## src/rtl/serial_frame_tx.sv

```systemverilog
// serial_frame_tx: frames a word as PRE_LEN ones, MSB-first payload with a 0 stuffed after every third 1, then a guard 0; in: clk, rst, start, data_in; out: ready, busy, cout, cout_valid, frame_done; SERIAL_FRAME_TX_PARITY_EN appends an even-parity bit to the payload
module serial_frame_tx #(
  parameter int DATA_W  = 8,
  parameter int PRE_LEN = 4
) (
  input  logic              clk,
  input  logic              rst,
  input  logic              start,
  input  logic [DATA_W-1:0] data_in,
  output logic              ready,
  output logic              busy,
  output logic              cout,
  output logic              cout_valid,
  output logic              frame_done
);
`ifdef SERIAL_FRAME_TX_PARITY_EN
  localparam int NB = DATA_W + 1;
`else
  localparam int NB = DATA_W;
`endif
  localparam int MX = (PRE_LEN > NB) ? PRE_LEN : NB;
  localparam int CW = $clog2(MX + 1);
  typedef enum logic [2:0] {IDLE, PREAMBLE, DATA, STUFF, GUARD} state_t;
  state_t state_q, state_d;
  logic [CW-1:0] cnt_q, cnt_d;
  logic [1:0] run_q, run_d;
  logic [NB-1:0] sh_q, sh_d, load;
  logic cout_q, cout_d, vld_q, vld_d, busy_q, busy_d, ready_q, ready_d, done_q, done_d;
  logic nb, more;
`ifdef SERIAL_FRAME_TX_PARITY_EN
  assign load = {data_in, ^data_in};
`else
  assign load = data_in;
`endif
  assign nb = sh_q[NB-1];
  assign more = cnt_q < CW'(NB);
  always_comb begin
    state_d = state_q;
    cnt_d = cnt_q;
    run_d = run_q;
    sh_d = sh_q;
    cout_d = 1'b0;
    vld_d = 1'b1;
    busy_d = 1'b1;
    ready_d = 1'b0;
    done_d = 1'b0;
    case (state_q)
      IDLE: begin
        if (start) begin
          state_d = PREAMBLE;
          cnt_d = CW'(1);
          sh_d = load;
          cout_d = 1'b1;
        end else begin
          vld_d = 1'b0;
          busy_d = 1'b0;
          ready_d = 1'b1;
        end
      end
      PREAMBLE: begin
        if (cnt_q < CW'(PRE_LEN)) begin
          cnt_d = cnt_q + CW'(1);
          cout_d = 1'b1;
        end else begin
          state_d = DATA;
          cnt_d = CW'(1);
          sh_d = sh_q << 1;
          cout_d = nb;
          run_d = nb ? 2'd1 : 2'd0;
        end
      end
      DATA, STUFF: begin
        if (state_q == DATA && run_q == 2'd3) begin
          state_d = STUFF;
          run_d = 2'd0;
        end else if (more) begin
          state_d = DATA;
          cnt_d = cnt_q + CW'(1);
          sh_d = sh_q << 1;
          cout_d = nb;
          run_d = nb ? run_q + 2'd1 : 2'd0;
        end else begin
          state_d = GUARD;
        end
      end
      GUARD: begin
        state_d = IDLE;
        cnt_d = '0;
        run_d = 2'd0;
        vld_d = 1'b0;
        busy_d = 1'b0;
        ready_d = 1'b1;
        done_d = 1'b1;
      end
      default: state_d = IDLE;
    endcase
  end
  always_ff @(posedge clk) begin
    if (rst) begin
      state_q <= IDLE;
      cnt_q <= '0;
      run_q <= 2'd0;
      sh_q <= '0;
      cout_q <= 1'b0;
      vld_q <= 1'b0;
      busy_q <= 1'b0;
      ready_q <= 1'b1;
      done_q <= 1'b0;
    end else begin
      state_q <= state_d;
      cnt_q <= cnt_d;
      run_q <= run_d;
      sh_q <= sh_d;
      cout_q <= cout_d;
      vld_q <= vld_d;
      busy_q <= busy_d;
      ready_q <= ready_d;
      done_q <= done_d;
    end
  end
  assign ready = ready_q;
  assign busy = busy_q;
  assign cout = cout_q;
  assign cout_valid = vld_q;
  assign frame_done = done_q;
endmodule
```

## config.mk

```make
export PLATFORM = sky130hd
export DESIGN_NAME = serial_frame_tx
export DESIGN_NICKNAME = d
export VERILOG_FILES = /design/src/rtl/serial_frame_tx.sv
export SDC_FILE = /design/constraint.sdc
export NUM_CORES = 1
export LEC_CHECK = 0
export CAP_MARGIN = 20
export CORE_MARGIN = 2
export CORE_UTILIZATION = 40
export DETAILED_ROUTE_END_ITERATION = 6
export GPL_TIMING_DRIVEN = 0
export PLACE_DENSITY = 0.71
export SLEW_MARGIN = 20
export SYNTH_ARGS = -nofsm -noshare
export SYNTH_HDL_FRONTEND = slang
export SYNTH_SLANG_ARGS = --single-unit
export TNS_END_PERCENT = 50
```

## constraint.sdc

```tcl
create_clock -name clk -period 2.2 [get_ports clk]
set_input_delay 0.22 -clock clk [delete_from_list [all_inputs] [get_ports clk]]
set_output_delay 0.22 -clock clk [all_outputs]
set_load 0.02 [all_outputs]
```

==> Yosys cells after proc, flatten, opt, wreduce, memory -nomap -nowiden <==
Index checks and enable logic that the tools add are counted.
{ "word_totals": {"inputBits": 11, "elab_cells": 62, "reg_bits": 21, "out_inout_bits": 5} }
{ "classes": {"eq_ne": 10, "magnitude_cmp": 2, "muxes": 30, "addsub": 2, "reduce_logical": 10} }
{ "ops": {"columns": ["operator", "n"], "rows": [
  ["$mux W8", 4],
  ["$pmux W8 S3", 1],
  ["$mux W4", 4],
  ["$pmux W4 S4", 1],
  ["$mux W3", 4],
  ["$pmux W3 S3", 1],
  ["$mux W2", 4],
  ["$ne A2 B2 Y1 const B", 4],
  ["$mux W1", 7],
  ["$eq A3 B2 Y1 const B", 2],
  ["$pmux W2 S3", 1],
  ["$reduce_bool A3 Y1", 2],
  ["$reduce_and A5 Y1", 1],
  ["$add A4 B1 Y4 const B", 1],
  ["$lt A4 B3 Y1 const B", 1],
  ["$lt A4 B4 Y1 const B", 1],
  ["$pmux W1 S2", 2],
  ["$reduce_and A4 Y1", 1],
  ["$reduce_bool A4 Y1", 1],
  ["$eq A3 B1 Y1 const B", 1],
  ["$eq A3 B3 Y1 const B", 1],
  ["$logic_not A3 Y1", 1],
  ["$ne A3 B3 Y1 const B", 1],
  ["$pmux W1 S3", 1],
  ["other kinds (6)", 6]
]} }

==> Longest topological paths before layout <==
Gate-level depths: netlist of the first run.
{ "depth": {"word_depth": 5, "depth_mapped": 7} }

==> Worst setup path before layout of the first run <==
No wires, ideal clock.
{ "synth_timing": {"path_kind": "reg-to-reg", "from": "reg run_q[0]", "to": "reg run_q[0]", "t_arrival_ns": 1.514, "n_path_buf": 0, "slack_ns": 0.615, "synth_period_minus_slack_ns": 1.585, "stages_incl_launch_ff": 7, "cell_sequence": "dfxtp_1 ha_1 nor2b_1 nor2_1 or4_4 nand4b_1 a21oi_1"} }
{ "synth_between": {"elab_chain_cells": 5, "word_cells_on_any_way": 9} }
{ "synth_lines": {"columns": ["element", "line", "source"], "rows": [
  ["start, declared", "26", "logic [1:0] run_q, run_d;"],
  ["start signal, assigned", "112", "run_q <= run_d;"],
  ["$add A2 B1 Y2", "81", "run_d = nb ? run_q + 2'd1 : 2'd0;"],
  ["$mux W2", "81", null],
  ["$mux W2", "76", "end else if (more) begin"],
  ["$mux W2", "73", "if (state_q == DATA && run_q == 2'd3) begin"],
  ["$pmux W2 S3", "47", "case (state_q)"]
]} }
Parallel ways exist; a longest one is shown, timed or not. The select of a mux whose other input is x is not followed.
A chain may end at the register's enable or synchronous reset.

==> Worst setup path after layout of the first run <==
{ "layout_timing": {"from": "reg run_q[0]", "to": "reg run_q[1]"} }
Same word-level chain as after synthesis.

==> flow_metrics.tcl, run 1 <==
set metrics [dict create \
    final_net_count 156 \
    report.final.setup_viol 0 \
    multi_input_area_sq_um 571 \
    vias_per_cell 5.37 \
    postCtsSetupBuffers 0 \
    ff_latch_area_sq_um 420 \
    synth_to_final_area_change_pct 19.5 \
    end_kind "flip-flop" \
    path_class "flip-flop to flip-flop" \
    switching_share_pct 26.4 \
    ys_types 32 \
    insertion_delay_ps 300 \
    grt_max_degree 12 \
    slowest_cell_delay_on_critical_path_ps 520 \
    timing.final.max_slew_violations 0 \
    place.detailed.instances 168 \
    setup_crit_start_kind "flip-flop" \
    fp.dieArea_sq_um 3050 \
    hpwl_mm 1.58 \
    syn_area_sq_um 1050 \
    routed_wirelength_mm 2.11 \
    synth.yosys.seq_area_share_pct 40.1 \
    clkTransAtPathRegs_ps 120 \
    instances_no_fill 172 \
    crit_chain "ha_1, nor2b_1, nor2_1, or4_4, nand4b_1, a21oi_1" \
    detailedRoute.firstIterationViolations 14 \
    num_vias 923 \
    grt.overflow.total 0 \
    core.rowCount 18 \
    unrepaired_setup_endpoints_after_global_routing "false" \
    post-route-period-util_pct 83.1 \
    numPortBuffers 14 \
    power.share.combinational_pct 19.9 \
    number_of_antenna_diodes 0 \
    fp.dieH_microns 55.2 \
    detail_route.first_pass.iterations 4 \
    grt_util_all_layers_pct 14.7 \
    postSynthAreaPerCell_sq_um 8.46 \
    antenna_violating_nets_post_route 0 \
    cp_data_required_time_ps 2430 \
    first_global_vias 813 \
    worst_clock_skew_ps 12.1 \
    route.detailed.drc 0 \
    htree_num_levels 1 \
    final-hold-violation-count 0 \
    cts-buffers-inserted 3 \
    floorplan.initialDensity_pct 42.3 \
    ys_warn_count 0 \
    power.ir.vdd_worst_v 0.000366 \
    worstPathArrival_ps 2060 \
    fillerInstances 246 \
    worst_path_max_delay_cell "sky130_fd_sc_hd__or4_4" \
    outcome "finished clean" \
    final.setup.tns_ps 0 \
    crit_fanout 4 \
    core_sq_um 2480 \
    max_slew.worst_pin.slew_ps 584 \
    max_cap_viol_count 0 \
    power_frac_seq_pct 55.9 \
    grt_antenna_before_repair 0 \
    cellPowerDensity_nw_per_um2 593 \
    synth-seq-cells 21 \
    fraction_of_layout_instances_using_a_drive_strength_above_1_pct 9.86 \
    final_period_minus_worst_setup_slack_ps 1830 \
    wire_per_inst_microns 12.3 \
    cts_buffer_depth 2 \
    total_switching_power_uw 196 \
    ctsHoldBuffers 0 \
    die_w_microns 55.2 \
    io_pins 16 \
    clkPwrFrac_pct 24.2 \
    gp_congestion 0.808 \
    power.static_leakage_nw 0.523 \
    synth.net_count 137 \
    p_int_uw 546 \
    fin_hold_ws_ps 312 \
    grt_pass1_wl_mm 3.60 \
    synthCells 124 \
    number_of_sinks_on_the_clock_net 21 \
    max_freq_mhz 547 \
    cts-resized-gates 0 \
    max_slew_headroom_at_the_worst_pin_pct 60.6 \
    clock_tree.root_cell "sky130_fd_sc_hd__clkbuf_4" \
    min-delay-path-class "primary input to flip-flop" \
    tritoncts "built" \
]
==> flip-flops by register name (all words and copies together), names as in the netlist <==
register and count:
cnt_q 4, busy 1, sh_q 8, cout 1, frame_done 1, state_q 3, run_q 2, ready 1
==> metrics by stage <==
stage / area (sq um) / power (mW) / setup WS, ps / utilization, %
2_1_floorplan: 1050 / 0.523 / 615 / -
3_3_place_gp: 1230 / 0.568 / 327 / 49.5
3_5_place_dp: 1230 / 0.572 / 316 / 49.5
4_1_cts: 1250 / 0.755 / 382 / 50.6
5_1_grt: 1250 / 0.792 / 239 / 50.6
6_report: 1250 / 0.743 / 371 / 50.6
==> placed cells by master, fill, tap and decap left out, drive strengths merged <==
| cell | synthesis | final |
|---|---|---|
| nor2 | 22 | 22 |
| dfxtp | 21 | 21 |
| a21oi | 14 | 14 |
| clkdlybuf4s50 | 0 | 14 |
| mux2i | 8 | 8 |
| nand2 | 8 | 8 |
| clkbuf | 3 | 7 |
| nor3 | 6 | 6 |
| buf | 6 | 6 |
| nand2b | 5 | 5 |
| nand4b | 4 | 4 |
| nor2b | 3 | 3 |
| inv | 3 | 3 |
| nor4b | 3 | 3 |
| nand3b | 2 | 2 |
| nor4 | 2 | 2 |
| nand3 | 2 | 2 |
| ha | 2 | 2 |
| or3 | 1 | 1 |
| o21bai | 1 | 1 |
| o41ai | 1 | 1 |
| a31oi | 1 | 1 |
| or4 | 1 | 1 |
| o32a | 1 | 1 |
| a21o | 1 | 1 |
| a211oi | 1 | 1 |
| a41oi | 1 | 1 |
| o311a | 1 | 1 |
==> logic make-up after synthesis <==
logic type,after synthesis,share of synthesized area (%)
compound gates,22,13.0
simple gates,59,31.4
fa+ha+maj,2,2.39
buf+inv,12,5.49
flops,21,40.1
mux,8,7.64
==> power groups by stage <==
stage / sequential, mW / clock (mW) / combinational [mW]
floorplan: 0.426 / 0 / 0.0968
global placement: 0.422 / 0 / 0.145
detailed placement: 0.423 / 0 / 0.148
CTS: 0.415 / 0.192 / 0.148
global route: 0.418 / 0.210 / 0.164
finish: 0.415 / 0.180 / 0.148
==> synthesized netlist by cell type <==
library cell,instances,area [sq um]
sky130_fd_sc_hd__nor4b_1,2,17.5
sky130_fd_sc_hd__o32a_1,1,10.0
sky130_fd_sc_hd__mux2i_1,8,80.1
sky130_fd_sc_hd__o21bai_1,1,7.51
sky130_fd_sc_hd__inv_1,3,11.3
sky130_fd_sc_hd__buf_2,4,20.0
sky130_fd_sc_hd__nand2b_1,5,31.3
sky130_fd_sc_hd__nand4b_2,1,15.0
sky130_fd_sc_hd__o311a_1,1,10.0
sky130_fd_sc_hd__nand4b_1,3,26.3
sky130_fd_sc_hd__nand2_1,8,30.0
sky130_fd_sc_hd__a31oi_1,1,6.26
sky130_fd_sc_hd__nand3b_1,2,15.0
sky130_fd_sc_hd__a41oi_1,1,8.76
sky130_fd_sc_hd__o41ai_1,1,8.76
sky130_fd_sc_hd__nor4b_2,1,15.0
sky130_fd_sc_hd__a21oi_1,14,70.1
sky130_fd_sc_hd__dfxtp_1,21,420
sky130_fd_sc_hd__a211oi_1,1,7.51
sky130_fd_sc_hd__or3_1,1,6.26
sky130_fd_sc_hd__ha_1,2,25.0
sky130_fd_sc_hd__nor2b_1,3,18.8
sky130_fd_sc_hd__nand3_1,2,10.0
sky130_fd_sc_hd__nor3_1,5,25.0
sky130_fd_sc_hd__nor4_1,2,12.5
sky130_fd_sc_hd__nor2_2,1,6.26
sky130_fd_sc_hd__clkbuf_1,3,11.3
sky130_fd_sc_hd__buf_4,2,15.0
sky130_fd_sc_hd__a21o_1,1,7.51
sky130_fd_sc_hd__nor2_1,21,78.8
sky130_fd_sc_hd__or4_4,1,11.3
sky130_fd_sc_hd__nor3_2,1,10.0
==> final timing paths <==
check / start / endpoint / slack, ps / cells after the start
setup / recovery: run_q[0]$_SDFFE_PP0P_ / run_q[1]$_SDFFE_PP0P_ / 370 / 6
hold / removal: rst / run_q[0]$_SDFFE_PP0P_ / 310 / 2
setup reg to reg: run_q[0]$_SDFFE_PP0P_ / run_q[1]$_SDFFE_PP0P_ / 370 / 6
hold reg to reg: run_q[1]$_SDFFE_PP0P_ / run_q[1]$_SDFFE_PP0P_ / 470 / 2
==> cell type report <==
cell class	count	share of cell area, %
plain buffers	9	3.70
clock buffers	4	2.10
repair buffers	14	11.2
inverters	3	0.899
well taps	30	3.00
flip-flops and latches	21	33.6
multi-input cells	91	45.6
==> routing by layer <==
| metal | track usage [%] | share of wire (%) | up-vias |
|---|---|---|---|
| li1 | - | - | 472 |
| met4 | 6.27 | 0.71 | 0 |
| met2 | 24.5 | 50 | 24 |
| met5 | 0 | 0 | - |
| met3 | 3.28 | 4.1 | 2 |
| met1 | 18.2 | 46 | 425 |
==> critical path: cells and delay by family, from the launching register on <==
family | cells | cell delay, ps
AOI/OAI and AO/OA | 1 | 140
adders and majority gates | 1 | 190
DFF | 1 | 370
and+or+nand+nor | 4 | 1060
No activity file was read; power rests on OpenSTA's default activity.
==> run 2, diff against run 1 <==
Settings changed: PLACE_DENSITY 0.71 to 0.74.
Clock period 2.2 ns to 1.65 ns, I/O delays scaled along.
==> flow_metrics.tcl, run 2 (same netlist as run 1, synthesis figures left out) <==
set metrics [dict create \
    outcome "finished clean" \
    slowest_cell_delay_on_critical_path_ps 510 \
    post-route-period-util_pct 98.7 \
    post-route-util_pct 54.7 \
    core.rowCount 18 \
    grt_pass1_wl_mm 3.85 \
    min-delay-path-class "primary input to flip-flop" \
    hpwl_mm 1.69 \
    worst_path_max_delay_cell "sky130_fd_sc_hd__or4_4" \
    num_vias 953 \
    layout_top_registers "sh_q: 8 flops, cnt_q: 4 flops, state_q: 3 flops" \
    reg2reg_depth 6 \
    floorplan.initialDensity_pct 42.3 \
    grt_antenna_before_repair 0 \
    vias_per_cell 5.45 \
    grt.overflow.total 0 \
    power.ir.vdd_worst_v 0.000681 \
    tritoncts "built" \
    final_period_minus_worst_setup_slack_ps 1630 \
    number_of_sinks_on_the_clock_net 21 \
    detailedRoute.firstIterationViolations 20 \
    cellPowerDensity_nw_per_um2 754 \
    unrepaired_setup_endpoints_after_global_routing "true" \
    largest_register_ffs 8 \
    grt_max_degree 12 \
    fp.dieArea_sq_um 3050 \
    route.detailed.drc 0 \
    clkTransAtPathRegs_ps 110 \
    end_kind "flip-flop" \
    max_slew.worst_pin.slew_ps 423 \
    post_dp_cell_area_sq_um 1230 \
    fraction_of_layout_instances_using_a_drive_strength_above_1_pct 17.9 \
    report.final.setup_viol 0 \
    fp.dieH_microns 55.2 \
    io_pins 16 \
    htree_num_levels 1 \
    grt_util_all_layers_pct 16.0 \
    detail_route.first_pass.iterations 4 \
    max_cap_viol_count 0 \
    most_common_cell_after_layout_fill_and_taps_aside "sky130_fd_sc_hd__nor2_1" \
    worst_clock_skew_ps 6.53 \
    power.static_leakage_nw 0.558 \
    cts-buffers-inserted 3 \
    max_slew_headroom_at_the_worst_pin_pct 71.8 \
    cp_data_required_time_ps 1890 \
    gp_congestion 0.810 \
    setup_crit_start_kind "flip-flop" \
    layout_common_cells "sky130_fd_sc_hd__nor2_1, sky130_fd_sc_hd__dfxtp_1, sky130_fd_sc_hd__a21oi_1, sky130_fd_sc_hd__clkdlybuf4s50_1" \
    reg2reg_setup_slack_ps 20 \
    wire_per_inst_microns 13.1 \
    crit_chain "ha_4, nor2b_4, nor2_1, or4_4, nand4b_1, a21oi_1" \
    worstPathArrival_ps 1870 \
    core_sq_um 2480 \
    first_global_vias 919 \
    insertion_delay_ps 300 \
    clock_tree.root_cell "sky130_fd_sc_hd__clkbuf_4" \
    registers.top_by_ff_count "sh_q" \
    final-hold-violation-count 0 \
    timing.final.max_slew_violations 0 \
    routed_wirelength_mm 2.28 \
    final_net_count 159 \
    max_freq_mhz 614 \
    worstHoldPathCells 2 \
    path_class "flip-flop to flip-flop" \
    die_w_microns 55.2 \
    post-route-cell-area_sq_um 1360 \
    crit_fanout 4 \
    numPortBuffers 14 \
    antenna_violating_nets_post_route 0 \
    cts_buffer_depth 2 \
    number_of_antenna_diodes 0 \
    synth_to_final_area_change_pct 29.4 \
]
[run 2: area by class of cell]
class	count	area (sq um)
fillers	235	1120
multi-input cells	91	638
flip-flops and latches	21	428
repair buffers	17	160
plain buffers	9	55.1
well taps	30	37.5
clock buffers	4	26.3
inverters	3	11.3
[run 2: path summary, 6_finish.rpt]
kind,start,to
worst max-delay path,run_q[0]$_SDFFE_PP0P_,run_q[1]$_SDFFE_PP0P_
worst min register to register,run_q[1]$_SDFFE_PP0P_,run_q[1]$_SDFFE_PP0P_
worst max register to register,run_q[0]$_SDFFE_PP0P_,run_q[1]$_SDFFE_PP0P_
worst min-delay path,rst,cnt_q[0]$_SDFFE_PP0P_
[run 2: stage by stage]
| stage | hold WS (ps) | power [mW] | setup TNS [ps] | setup WS, ps | instances |
|---|---|---|---|---|---|
| after floorplan | 357 | 0.697 | 0 | 65.0 | 124 |
| after global placement | 444 | 0.756 | -916 | -157 | 168 |
| after detailed placement | 453 | 0.764 | -1300 | -186 | 168 |
| after CTS | 252 | 1.02 | 0 | 2.39 | 173 |
| after global routing | 299 | 1.08 | -53.3 | -30.8 | 175 |
| final | 258 | 1.02 | 0 | 20.7 | 175 |
[run 2: report_power, final]
| group | internal [mW] | leakage, nW | switching, mW |
|---|---|---|---|
| registers | 0.535 | 0.174 | 0.0202 |
| logic | 0.119 | 0.369 | 0.105 |
| clock network | 0.0944 | 0.0150 | 0.148 |
| total | 0.749 | 0.558 | 0.273 |
[run 2: critical path: cells and delay by family, from the launching register on]
kind,cells,cell delay [ps]
AO/OA/AOI/OAI,1,140
adder cells (fa/ha/maj),1,140
AND/OR/NAND/NOR,4,900
flip-flops,1,380
[run 2: timing repair]
action,4_1_cts,5_1_grt
gates resized for setup,11,8
setup buffers,1,1
pin swaps,1,0
hold buffers,0,0
gates cloned,0,1
endpoints found under the setup margin,7,11
[run 2: routing by layer]
| metal | vias to the layer above | GRT usage, % | routed length [microns] | share of wire [%] |
|---|---|---|---|---|
| li1 | 484 | - | - | - |
| met1 | 449 | 16.9 | 1010 | 44 |
| met2 | 16 | 29.1 | 1170 | 51 |
| met3 | 4 | 2.81 | 68 | 3.0 |
| met4 | 0 | 9.41 | 44 | 1.9 |
| met5 | - | 0 | 0 | 0 |
